File: src/rtl/ras_pkg.sv
// Shared types for the return-address-stack resolve block: resolver state
// encoding and the default program-counter width.
package ras_pkg;

  typedef enum logic [1:0] {
    IDLE  = 2'd0,
    TRACK = 2'd1,
    REDIR = 2'd2
  } ras_state_e;

  localparam int RAS_PC_WIDTH = 32;

endpackage

File: src/rtl/ras_pred_fifo.sv
// In-flight return-address prediction queue: FIFO of 2**QSIZE entries with
// a synchronous clear that wins over any same-cycle push or pop.
module ras_pred_fifo
  import ras_pkg::*;
#(
  parameter int PC_WIDTH = RAS_PC_WIDTH,
  parameter int QSIZE    = 2
) (
  input  logic                clk,
  input  logic                rst_b,
  input  logic                push_i,
  input  logic [PC_WIDTH-1:0] push_data_i,
  input  logic                pop_i,
  input  logic                clear_i,
  output logic                full_o,
  output logic                empty_o,
  output logic [PC_WIDTH-1:0] head_o,
  output logic [QSIZE:0]      count_o
);

  localparam int DEPTH = 1 << QSIZE;

  logic [PC_WIDTH-1:0] mem_q [DEPTH];
  logic [QSIZE-1:0]    wptr_q, wptr_d;
  logic [QSIZE-1:0]    rptr_q, rptr_d;
  logic [QSIZE:0]      count_q, count_d;
  logic                push_ok, pop_ok;

  assign full_o  = (count_q == (QSIZE+1)'(DEPTH));
  assign empty_o = (count_q == '0);
  assign head_o  = mem_q[rptr_q];
  assign count_o = count_q;

  assign push_ok = push_i & ~full_o;
  assign pop_ok  = pop_i & ~empty_o;

  always_comb begin
    wptr_d  = wptr_q;
    rptr_d  = rptr_q;
    count_d = count_q;
    if (clear_i) begin
      wptr_d  = '0;
      rptr_d  = '0;
      count_d = '0;
    end else begin
      if (push_ok) wptr_d = wptr_q + QSIZE'(1);
      if (pop_ok)  rptr_d = rptr_q + QSIZE'(1);
      count_d = count_q + (QSIZE+1)'(push_ok) - (QSIZE+1)'(pop_ok);
    end
  end

  always_ff @(posedge clk) begin
    if (!rst_b) begin
      wptr_q  <= '0;
      rptr_q  <= '0;
      count_q <= '0;
    end else begin
      wptr_q  <= wptr_d;
      rptr_q  <= rptr_d;
      count_q <= count_d;
    end
  end

  // Storage is data only; stale entries are unreachable once pointers reset.
  always_ff @(posedge clk) begin
    if (push_ok) mem_q[wptr_q] <= push_data_i;
  end

endmodule

File: src/rtl/ras_resolve.sv
// Checks return-stack predictions against resolved jr targets and issues a
// registered one-cycle redirect on mispredict. Optional hit/miss counters are
// enabled by defining RAS_RESOLVE_STATS_EN.
module ras_resolve
  import ras_pkg::*;
#(
  parameter int PC_WIDTH = RAS_PC_WIDTH,
  parameter int QSIZE    = 2
) (
  input  logic                clk,
  input  logic                rst_b,
  input  logic                pred_valid,
  input  logic [PC_WIDTH-1:0] pred_addr,
  output logic                pred_ready,
  input  logic                res_valid,
  input  logic [PC_WIDTH-1:0] res_target,
  input  logic                flush,
  output logic                redirect,
  output logic [PC_WIDTH-1:0] redirect_pc,
`ifdef RAS_RESOLVE_STATS_EN
  output logic [31:0]         hit_cnt,
  output logic [31:0]         miss_cnt,
`endif
  output logic                err_ovf
);

  ras_state_e          state_q, state_d;
  logic                redirect_q;
  logic [PC_WIDTH-1:0] redirect_pc_q;
  logic                err_ovf_q;

  logic                full, empty, in_redir;
  logic [PC_WIDTH-1:0] head;
  logic [QSIZE:0]      count;
  logic                push, res_act, hit, miss, clear;

  assign in_redir   = (state_q == REDIR);
  assign pred_ready = ~full & ~in_redir;
  assign push       = pred_valid & pred_ready;
  // Resolutions during the redirect cycle are wrong-path; flush squashes them.
  assign res_act    = res_valid & ~in_redir & ~flush;
  assign hit        = res_act & ~empty & (head == res_target);
  assign miss       = res_act & ~hit;
  assign clear      = flush | miss;

  ras_pred_fifo #(
    .PC_WIDTH (PC_WIDTH),
    .QSIZE    (QSIZE)
  ) u_fifo (
    .clk         (clk),
    .rst_b       (rst_b),
    .push_i      (push),
    .push_data_i (pred_addr),
    .pop_i       (hit),
    .clear_i     (clear),
    .full_o      (full),
    .empty_o     (empty),
    .head_o      (head),
    .count_o     (count)
  );

  always_comb begin
    state_d = state_q;
    if (flush || in_redir) begin
      state_d = IDLE;
    end else if (miss) begin
      state_d = REDIR;
    end else if (push || (count > (QSIZE+1)'(hit))) begin
      state_d = TRACK;
    end else begin
      state_d = IDLE;
    end
  end

  always_ff @(posedge clk) begin
    if (!rst_b) begin
      state_q       <= IDLE;
      redirect_q    <= 1'b0;
      redirect_pc_q <= '0;
      err_ovf_q     <= 1'b0;
    end else begin
      state_q    <= state_d;
      redirect_q <= miss;
      if (miss) redirect_pc_q <= res_target;
      err_ovf_q  <= err_ovf_q | (pred_valid & ~pred_ready);
    end
  end

  assign redirect    = redirect_q;
  assign redirect_pc = redirect_pc_q;
  assign err_ovf     = err_ovf_q;

`ifdef RAS_RESOLVE_STATS_EN
  logic [31:0] hit_cnt_q, miss_cnt_q;

  always_ff @(posedge clk) begin
    if (!rst_b) begin
      hit_cnt_q  <= '0;
      miss_cnt_q <= '0;
    end else begin
      if (hit && (hit_cnt_q != '1))   hit_cnt_q  <= hit_cnt_q + 32'd1;
      if (miss && (miss_cnt_q != '1)) miss_cnt_q <= miss_cnt_q + 32'd1;
    end
  end

  assign hit_cnt  = hit_cnt_q;
  assign miss_cnt = miss_cnt_q;
`endif

endmodule
File: config.mk
export PLATFORM = sky130hd
export DESIGN_NAME = ras_resolve
export DESIGN_NICKNAME = d
export VERILOG_FILES = /design/src/rtl/ras_pkg.sv /design/src/rtl/ras_pred_fifo.sv /design/src/rtl/ras_resolve.sv
export SDC_FILE = /design/constraint.sdc
export NUM_CORES = 1
export LEC_CHECK = 0
export ABC_AREA = 0
export BUFFER_PORTS_ARGS = -buffer_cell sky130_fd_sc_hd__buf_2
export CORE_MARGIN = 8
export CORE_UTILIZATION = 45
export CTS_CLUSTER_DIAMETER = 150
export DETAILED_ROUTE_END_ITERATION = 10
export PLACE_DENSITY = 0.71
export SYNTH_ARGS = -nofsm -noshare
export SYNTH_HDL_FRONTEND = slang
export SYNTH_SLANG_ARGS = --single-unit
File: constraint.sdc
create_clock -name clk -period 4.4 [get_ports clk]
set_input_delay 0.22 -clock clk [delete_from_list [all_inputs] [get_ports clk]]
set_output_delay 0.22 -clock clk [all_outputs]
set_load 0.01 [all_outputs]
==> results of run 1 <==
## timing repair
| item | CTS | global route |
|---|---|---|
| setup buffers | 0 | 0 |
| hold buffers | 15 | 0 |
| hold endpoints to repair | 58 | 0 |
| setup endpoints to repair | 0 | 0 |
## worst register-to-register path, cell delays in order, from the launching register on
cell                       delay [ns]
sky130_fd_sc_hd__dfxtp_2         0.56
sky130_fd_sc_hd__mux4_2          0.57
sky130_fd_sc_hd__xor2_1          0.17
sky130_fd_sc_hd__or4_1           0.52
sky130_fd_sc_hd__nor4_1          0.33
sky130_fd_sc_hd__and3_1          0.22
sky130_fd_sc_hd__ha_1            0.12
sky130_fd_sc_hd__inv_1           0.04
sky130_fd_sc_hd__ha_1            0.19
sky130_fd_sc_hd__fa_1            0.39
sky130_fd_sc_hd__xor2_1          0.17
sky130_fd_sc_hd__a211oi_1        0.17
## kinds of logic (layout without fill, tap and decap cells)
group	count (synthesis)	after routing	synth area share, %
muxes	36	36	9.47
adders and majority gates	10	10	1.71
and+or+nand+nor	183	183	13.2
DFF	173	173	61.0
xor gates and xnor gates	32	32	3.70
other	0	1	0
AOI/OAI and AO/OA	86	86	7.83
buffers and inverters	51	169	3.07
## power by group
| part | total [mW] | internal (mW) | switching [mW] |
|---|---|---|---|
| Clock | 1.52 | 0.857 | 0.665 |
| Sequential | 1.83 | 1.81 | 0.0216 |
| Combinational | 0.293 | 0.123 | 0.170 |
| Total | 3.65 | 2.79 | 0.856 |
## final cells by class
class	instances	area [sq um]	share of cell area, %
clock inverters	15	179	1.94
well taps	225	282	3.05
clock buffers	17	425	4.61
flip-flops and latches	173	4750	51.4
multi-input cells	347	2800	30.3
inverters	8	30.0	0.325
repair buffers	129	773	8.37
diodes	1	2.50	0.0271
## worst paths after layout
path	from	endpoint	slack, ns	depth (start not counted)
setup reg to reg	flip-flop	u_fifo.count_o[2]	0.87	11
hold / removal	pred_addr[16]	u_fifo.mem_q[2][16]	0.02	1
setup / recovery	flip-flop	u_fifo.count_o[2]	0.87	11
hold reg to reg	err_ovf	err_ovf	0.47	1
## layer usage
layer / up-vias / track usage [%] / wire length [um]
met5: - / 0 / 8
met4: 2 / 7.24 / 451
met3: 35 / 4.74 / 1480
met2: 219 / 26.9 / 8650
met1: 2576 / 22.1 / 7950
li1: 2467 / - / -
## state kept, by name (all words and copies together) (netlist names), named ones only
signal / cells
err_ovf: 1
redirect: 1
redirect_pc: 32
state_q: 2
u_fifo.count_o: 3
u_fifo.mem_q: 128
u_fifo.rptr_q: 2
u_fifo.wptr_q: 2
## through the flow
stage                     utilization, %  instances  hold WS, ns  total power, mW
after global routing                54.0        915      0.00948             3.77
after CTS                           54.0        914     0.000296             3.67
after global placement              49.5        867        0.431             2.14
after floorplan                        -        571        0.319             2.02
final                               54.0        915       0.0183             3.65
after detailed placement            49.5        867        0.436             2.15
## synth_stat cells, types with 2 or more instances
| cell | n |
|---|---|
| sky130_fd_sc_hd__nand4_1 | 9 |
| sky130_fd_sc_hd__nor2b_1 | 3 |
| sky130_fd_sc_hd__and4_1 | 3 |
| sky130_fd_sc_hd__o21ai_0 | 32 |
| sky130_fd_sc_hd__dfxtp_1 | 45 |
| sky130_fd_sc_hd__nor2_1 | 4 |
| sky130_fd_sc_hd__clkbuf_2 | 2 |
| sky130_fd_sc_hd__mux4_2 | 30 |
| sky130_fd_sc_hd__nor3b_1 | 3 |
| sky130_fd_sc_hd__clkbuf_1 | 31 |
| sky130_fd_sc_hd__ha_1 | 9 |
| sky130_fd_sc_hd__o2111ai_1 | 33 |
| sky130_fd_sc_hd__nand2b_1 | 3 |
| sky130_fd_sc_hd__nand3_1 | 5 |
| sky130_fd_sc_hd__a21oi_1 | 5 |
| sky130_fd_sc_hd__edfxtp_1 | 128 |
| sky130_fd_sc_hd__buf_2 | 5 |
| sky130_fd_sc_hd__xor2_1 | 7 |
| sky130_fd_sc_hd__nor4_1 | 3 |
| sky130_fd_sc_hd__nand4b_1 | 2 |
| sky130_fd_sc_hd__and3_1 | 41 |
| sky130_fd_sc_hd__o31ai_1 | 3 |
| sky130_fd_sc_hd__a211oi_1 | 4 |
| sky130_fd_sc_hd__inv_1 | 8 |
| sky130_fd_sc_hd__or3_1 | 2 |
| sky130_fd_sc_hd__or4_1 | 34 |
| sky130_fd_sc_hd__mux2i_1 | 5 |
| sky130_fd_sc_hd__xnor2_1 | 24 |
| sky130_fd_sc_hd__nand2_1 | 68 |
==> results.md, run 1 <==
- Status: finished clean
- Number of global-route vias before repair: 5299
- Setup clock skew after layout: 0.00872 ns
- Leakage dissipation: 3.27 nW
- Resize count post-CTS: 0
- Slowest CP cell: sky130_fd_sc_hd__mux4_2
- Dpl hpwl: 13000 um
- Net count, final: 755
- Least-Margin Pin Slew: 1.08 ns
- Most used cells in the layout excluding fill and tap cells: sky130_fd_sc_hd__edfxtp_1, sky130_fd_sc_hd__buf_2, sky130_fd_sc_hd__nand2_1, sky130_fd_sc_hd__dfxtp_1, sky130_fd_sc_hd__and3_1
- Area share of the largest cell type after synthesis: 49.4%
- Reported max-cap violation count: 0
- Total nets after synthesis: 650
- Number of synthesized flops with an enable pin: 128
- Worst path cell trace: mux4_2 -> xor2_1 -> or4_1 -> nor4_1 -> and3_1 -> ha_1 -> inv_1 -> ha_1 -> fa_1 -> xor2_1 -> a211oi_1
- Final design instance area without fill: 9240 sq um
- Power per unit of standard cell area: 395 nW/um^2
- Root Driver: sky130_fd_sc_hd__clkbuf_16
- Delay of the slowest cell on the worst path: 0.57 ns
- Y dimension of the die: 147 um
- Layout filler cell count: 1429
- Effective utilization at floorplan: 45.4%
- Wire length reported by the detailed router: 18500 um
- Pin count of the biggest net entering global routing: 73
- Worst-path fanout max: 11
- Synth top area cells: sky130_fd_sc_hd__edfxtp_1, sky130_fd_sc_hd__dfxtp_1, sky130_fd_sc_hd__mux4_2, sky130_fd_sc_hd__o2111ai_1, sky130_fd_sc_hd__and3_1
- Most common cell after layout, fill and taps aside: sky130_fd_sc_hd__edfxtp_1
- Crit Path Class: flip-flop to flip-flop
- Detailed-router iteration count before antenna repair: 8
- Number of instances in the synthesized netlist: 571
- Fraction of synthesis flops using an asynchronous set or reset pin: 0%
- Tcrit/Tclk final: 80.2%
- Starting DRC count in detailed routing: 409
- Kind of path behind the tightest hold check: input pin to flip-flop
- Wire length of the first global-routing pass: 29100 um
- Maximum clock frequency: 0.283 GHz
- Number of nets with antenna violations after detailed routing: 0
- Data arrival at the endpoint of the critical path: 3.87 ns
- Area post-placement: 8480 sq um
- Total clock buffers created by CTS: 17
- Core region area: 17100 sq um
- Maximum vdd ir drop: 0.311 mV
- Vias after detailed routing: 5299
- Ratio of cells with drive above 1 in the final layout: 26.4%
- Number of top-level pins: 104
- # DRC: 0
- Cell type with the highest aggregate area in the netlist: sky130_fd_sc_hd__edfxtp_1
- Wirelength per Cell: 20.3 um
- Critical Path End Type: flip-flop
- Critical path startpoint category: flip-flop
- GRT Overall Usage: 17.2%
- Hold violation total from the final report: 0
- Critical Path RT: 4.74 ns
- Setup repair after global routing missed its margin: false
- Minimum clock period: 3.53 ns
- Post-synthesis area per instance: 13.6 sq um
- Aggregate global routing overflow: 0
- Number of antenna violations at the first check in global routing: 2
- Final setup margin: 0.870 ns
- H-tree level count: 4
- Width of the die: 147 um
- Worst relative slew slack: 28.3%
- Gp weighted congestion: 0.893
- Per-cell via count in the routed design: 5.79
- Max Slew Vio Count: 0
- Sequential share of the synthesized area: 61.0%
- Final TNS setup: 0 ns
- TritonCTS clock tree: yes
- Clock-pin slew reported for the worst setup and hold paths after clock tree synthesis: 0.07 ns
- Maximum clock insertion buffer count: 2
- Buffers and inverters on the worst path: 1
- Sinks on the clock net: 173
- Number of storage elements in the synthesis netlist: 173
- Number of warnings issued by yosys: 0
- Standard-cell rows: 48
- Synthesized area: 7780 sq um
- Number of unique standard cell types used by synthesis: 49
- Cell family contributing the most delay on the critical path: simple AND/OR/NAND/NOR gates
- Worst slack after detailed placement: 0.894 ns
- Layout overhead on the synthesized area: 18.8%
- Most common flop cell mapped by yosys: sky130_fd_sc_hd__edfxtp_1
- Setup-failing EPs final: 0
- Die Area: 21700 sq um
- Number of buffer cells added on primary ports: 103
- Worst skew pair latency: 0.43 ns
Power figures use the tool's default switching activity.
==> inputs of run 2 (changes only) <==
--- a/config.mk
+++ b/config.mk
@@ -5,7 +5,7 @@
 export SDC_FILE = /design/constraint.sdc
 export NUM_CORES = 1
 export LEC_CHECK = 0
-export ABC_AREA = 0
+export ABC_AREA = 1
 export BUFFER_PORTS_ARGS = -buffer_cell sky130_fd_sc_hd__buf_2
 export CORE_MARGIN = 8
 export CORE_UTILIZATION = 45
==> constraint.sdc (replaced) <==
create_clock -name clk -period 3.4 [get_ports clk]
set_input_delay 0.17 -clock clk [delete_from_list [all_inputs] [get_ports clk]]
set_output_delay 0.17 -clock clk [all_outputs]
set_load 0.01 [all_outputs]
==> results.md, run 2 <==
- Power per unit of standard cell area: 493 nW/um^2 (+25%)
- Critical Path RT: 3.72 ns (-1.02 ns)
- Wire length of the first global-routing pass: 31200 um (+7.1%)
- Ratio of cells with drive above 1 in the final layout: 17.1% (-9.3 points)
- Sequential share of the synthesized area: 62.4% (+1.4 points)
- Worst path cell trace: inv_2 -> buf_4 -> nand2_1 -> nand3_1 -> nand2_1 -> nand2_1 -> nand2_1 -> nor2_1 -> nand2_1 -> nor2_1 -> nand2_1 -> nor4_1 -> ha_1 -> inv_1 -> ha_1 -> fa_1 -> inv_1 -> nor2_1
- Number of instances in the synthesized netlist: 787 (+38%)
- Minimum clock period: 2.99 ns (-0.535 ns)
- Max Slew Vio Count: 0 (unchanged)
- Top-count cell post-synth: sky130_fd_sc_hd__nand2_1
- Slowest CP cell: sky130_fd_sc_hd__fa_1
- Starting DRC count in detailed routing: 632 (+55%)
- Setup-failing EPs final: 0 (unchanged)
- Number of placed instances, taps included: 1090 (+26%)
- Origin of the worst min-delay path: res_target[27]
- Maximum vdd ir drop: 0.352 mV (+13%)
- Fraction of synthesis flops using an asynchronous set or reset pin: 0% (unchanged)
- Number of unique standard cell types used by synthesis: 29 (-41%)
- Dpl hpwl: 13500 um (+3.8%)
- Maximum clock frequency: 0.334 GHz (+18%)
- Setup repair after global routing missed its margin: false
- Number of buffer cells added on primary ports: 103 (unchanged)
- Critical Path End Type: flip-flop
- Y dimension of the die: 146 um (-1.0%)
- Total clock buffers created by CTS: 17 (unchanged)
- Wirelength per Cell: 16.9 um (-17%)
- Number of global-route vias before repair: 5803 (+9.5%)
- Width of the die: 146 um (-1.0%)
- Number of antenna violations at the first check in global routing: 0 (-2)
- Leakage dissipation: 3.97 nW (+21%)
- Synth top area cells: sky130_fd_sc_hd__edfxtp_1, sky130_fd_sc_hd__nand2_1, sky130_fd_sc_hd__dfxtp_1, sky130_fd_sc_hd__nand3_1, sky130_fd_sc_hd__nand4_1
- Number of nets with antenna violations after detailed routing: 0 (unchanged)
- Most used cells in the layout excluding fill and tap cells: sky130_fd_sc_hd__nand2_1, sky130_fd_sc_hd__edfxtp_1, sky130_fd_sc_hd__nand3_1, sky130_fd_sc_hd__buf_2
- Fraction of power spent switching nets: 24.3% (+0.86 points)
- Core region area: 16600 sq um (-3.1%)
- GRT Overall Usage: 18.7% (+1.5 points)
- Number of synthesized flops with an enable pin: 128 (unchanged)
- Tcrit/Tclk final: 88.1% (+7.8 points)
- Reported max-cap violation count: 0 (unchanged)
- Standard-cell rows: 47 (-2.1%)
- Gp weighted congestion: 0.940 (+5.3%)
- Reg power frac: 52.0% (+1.7 points)
- Synthesized area: 7600 sq um (-2.2%)
- Worst-path fanout max: 28 (+17)
- Buffers and inverters on the worst path: 4 (+3)
- Number of flip-flops under the largest register name: 128 (unchanged)
- Number of storage elements in the synthesis netlist: 173 (unchanged)
- Net count, final: 1001 (+33%)
- Maximum clock insertion buffer count: 2 (unchanged)
- # DRC: 0 (unchanged)
- Kind of path behind the tightest hold check: input pin to flip-flop
- Relative contribution of the clock network to total power: 39.4% (-2.3 points)
- Wire length reported by the detailed router: 19500 um (+5.3%)
- Layout overhead on the synthesized area: 20.9%
- Area share of the largest cell type after synthesis: 50.5% (+1.1 points)
- Cell occurring most often along the worst timing path: sky130_fd_sc_hd__nand2_1
- Effective utilization at floorplan: 45.9% (+0.41 points)
- Utilization after layout: 55.4% (+1.5 points)
- Final TNS setup: 0 ns (unchanged)
- Part of the power in combinational logic: 8.5% (+0.5 points)
- Number of diodes added for antenna fixing: 0 (-1)
- Worst relative slew slack: 53.6% (+25 points)
- Aggregate global routing overflow: 0 (unchanged)
- Pin count of the biggest net entering global routing: 41 (-44%)
- Most common flop cell mapped by yosys: sky130_fd_sc_hd__edfxtp_1
- Top cells by instance count after synthesis: sky130_fd_sc_hd__nand2_1, sky130_fd_sc_hd__edfxtp_1, sky130_fd_sc_hd__nand3_1, sky130_fd_sc_hd__nor2_1, sky130_fd_sc_hd__dfxtp_1
- Setup clock skew after layout: 0.0153 ns (+0.00658 ns)
- Number of top-level pins: 104 (unchanged)
- Status: finished clean
- Cell type with the highest aggregate area in the netlist: sky130_fd_sc_hd__edfxtp_1
- Critical path startpoint category: flip-flop
- Per-cell via count in the routed design: 5.19 (-10%)
- Final standard cell count with taps included and fillers excluded: 1155 (+26%)
- Data arrival at the endpoint of the critical path: 3.31 ns (-0.56 ns)
- Postcts setup bufs: 0 (unchanged)
- Sinks on the clock net: 173 (unchanged)
- Area post-placement: 8320 sq um (-1.8%)
- Crit Path Class: flip-flop to flip-flop
- Final design instance area without fill: 9200 sq um (-0.46%)
- Most common cell after layout, fill and taps aside: sky130_fd_sc_hd__nand2_1
- Least-Margin Pin Slew: 0.696 ns (-0.380 ns)
- Cell family contributing the most delay on the critical path: simple AND/OR/NAND/NOR gates
- H-tree level count: 4 (unchanged)
- Total nets after synthesis: 866 (+33%)
- Reg with most FFs: u_fifo.mem_q
- Root Driver: sky130_fd_sc_hd__clkbuf_16
- TritonCTS clock tree: yes
- Switch Pwr: 1.10 mW (+29%)
- Delay of the slowest cell on the worst path: 0.40 ns (-0.17 ns)
- Clock-pin slew reported for the worst setup and hold paths after clock tree synthesis: 0.07 ns (about the same)
- Detailed-router iteration count before antenna repair: 5 (-3)
- Post-synthesis area per instance: 9.66 sq um (-29%)
- Hold violation total from the final report: 0 (unchanged)
- Worst skew pair latency: 0.43 ns (about the same)
- Total internal power: 3.43 mW (+23%)
- Die Area: 21300 sq um (-2.0%)
- Vias after detailed routing: 5997 (+13%)
- Number of warnings issued by yosys: 0 (unchanged)
==> run 2: cell count changes in the layout (fill, tap and decap cells not counted), sizes merged, moves of 33 or more <==
cell     change
nor2        +44
o2111ai     -33
and3        -40
nand3      +114
or4         -34
nand2      +221
==> run 2: cells by family after synthesis <==
family	Yosys count	share of synthesized area, %
AOI/OAI and AO/OA	8	0.559
xor gates and xnor gates	7	0.806
adders and majority gates	10	1.74
buffers and inverters	77	4.85
DFF	173	62.4
and+or+nand+nor	512	29.6
==> run 2: repair_timing <==
item / in CTS / in global routing
hold buffers: 33 / 0
hold endpoints to repair: 129 / 0
resized for setup: 0 / 0
==> run 2: worst paths after layout <==
check                                          to  slack [ns]  depth (start not counted)
worst max register to register  u_fifo.count_o[1]        0.41                         18
worst max-delay path            u_fifo.count_o[1]        0.41                         18
worst min register to register    redirect_pc[22]        0.46                          2
worst min-delay path              redirect_pc[27]        0.03                          3
==> run 2: per-layer routing <==
layer	up-vias	wire, um	track usage, %	share of wire, %
met1	2788	8760	24.6	45
met4	0	344	7.16	1.8
li1	2937	-	-	-
met5	-	0	0	0
met3	27	1650	5.25	8.4
met2	245	8770	28.8	45
==> run 2: power by group through the flow <==
stage          logic (mW)  registers [mW]  clock network (mW)
2_1_floorplan       0.189            2.41                   0
3_3_place_gp        0.350            2.40                   0
3_5_place_dp        0.355            2.40                   0
4_1_cts             0.387            2.36                1.81
5_1_grt             0.433            2.36                1.90
6_report            0.387            2.36                1.79
==> run 2: stage by stage <==
stage | worst slack, ns | hold WS, ns | power, mW
floorplan | 0.838 | 0.269 | 2.60
global placement | 0.464 | 0.384 | 2.75
detailed placement | 0.459 | 0.387 | 2.76
CTS | 0.439 | 0.00831 | 4.55
global route | 0.153 | 0.0103 | 4.70
finish | 0.406 | 0.0252 | 4.53
==> run 2: layout make-up <==
cell class | instances | area, sq um
flip-flops and latches | 173 | 4750
multi-input cells | 537 | 2500
inverters | 41 | 154
clock buffers | 18 | 429
well taps | 220 | 275
repair buffers | 152 | 978
clock inverters | 14 | 111
fillers | 1486 | 7390
==> run 2: worst register-to-register path: stages, from the launching register on <==
cell and delay (ns):
sky130_fd_sc_hd__dfxtp_2 0.33, sky130_fd_sc_hd__inv_2 0.18, sky130_fd_sc_hd__buf_4 0.34, sky130_fd_sc_hd__nand2_1 0.10
sky130_fd_sc_hd__nand3_1 0.14, sky130_fd_sc_hd__nand2_1 0.10, sky130_fd_sc_hd__nand2_1 0.11, sky130_fd_sc_hd__nand2_1 0.06
sky130_fd_sc_hd__nor2_1 0.10, sky130_fd_sc_hd__nand2_1 0.07, sky130_fd_sc_hd__nor2_1 0.10, sky130_fd_sc_hd__nand2_1 0.08
sky130_fd_sc_hd__nor4_1 0.21, sky130_fd_sc_hd__ha_1 0.28, sky130_fd_sc_hd__inv_1 0.06, sky130_fd_sc_hd__ha_1 0.15
sky130_fd_sc_hd__fa_1 0.40, sky130_fd_sc_hd__inv_1 0.06, sky130_fd_sc_hd__nor2_1 0.04
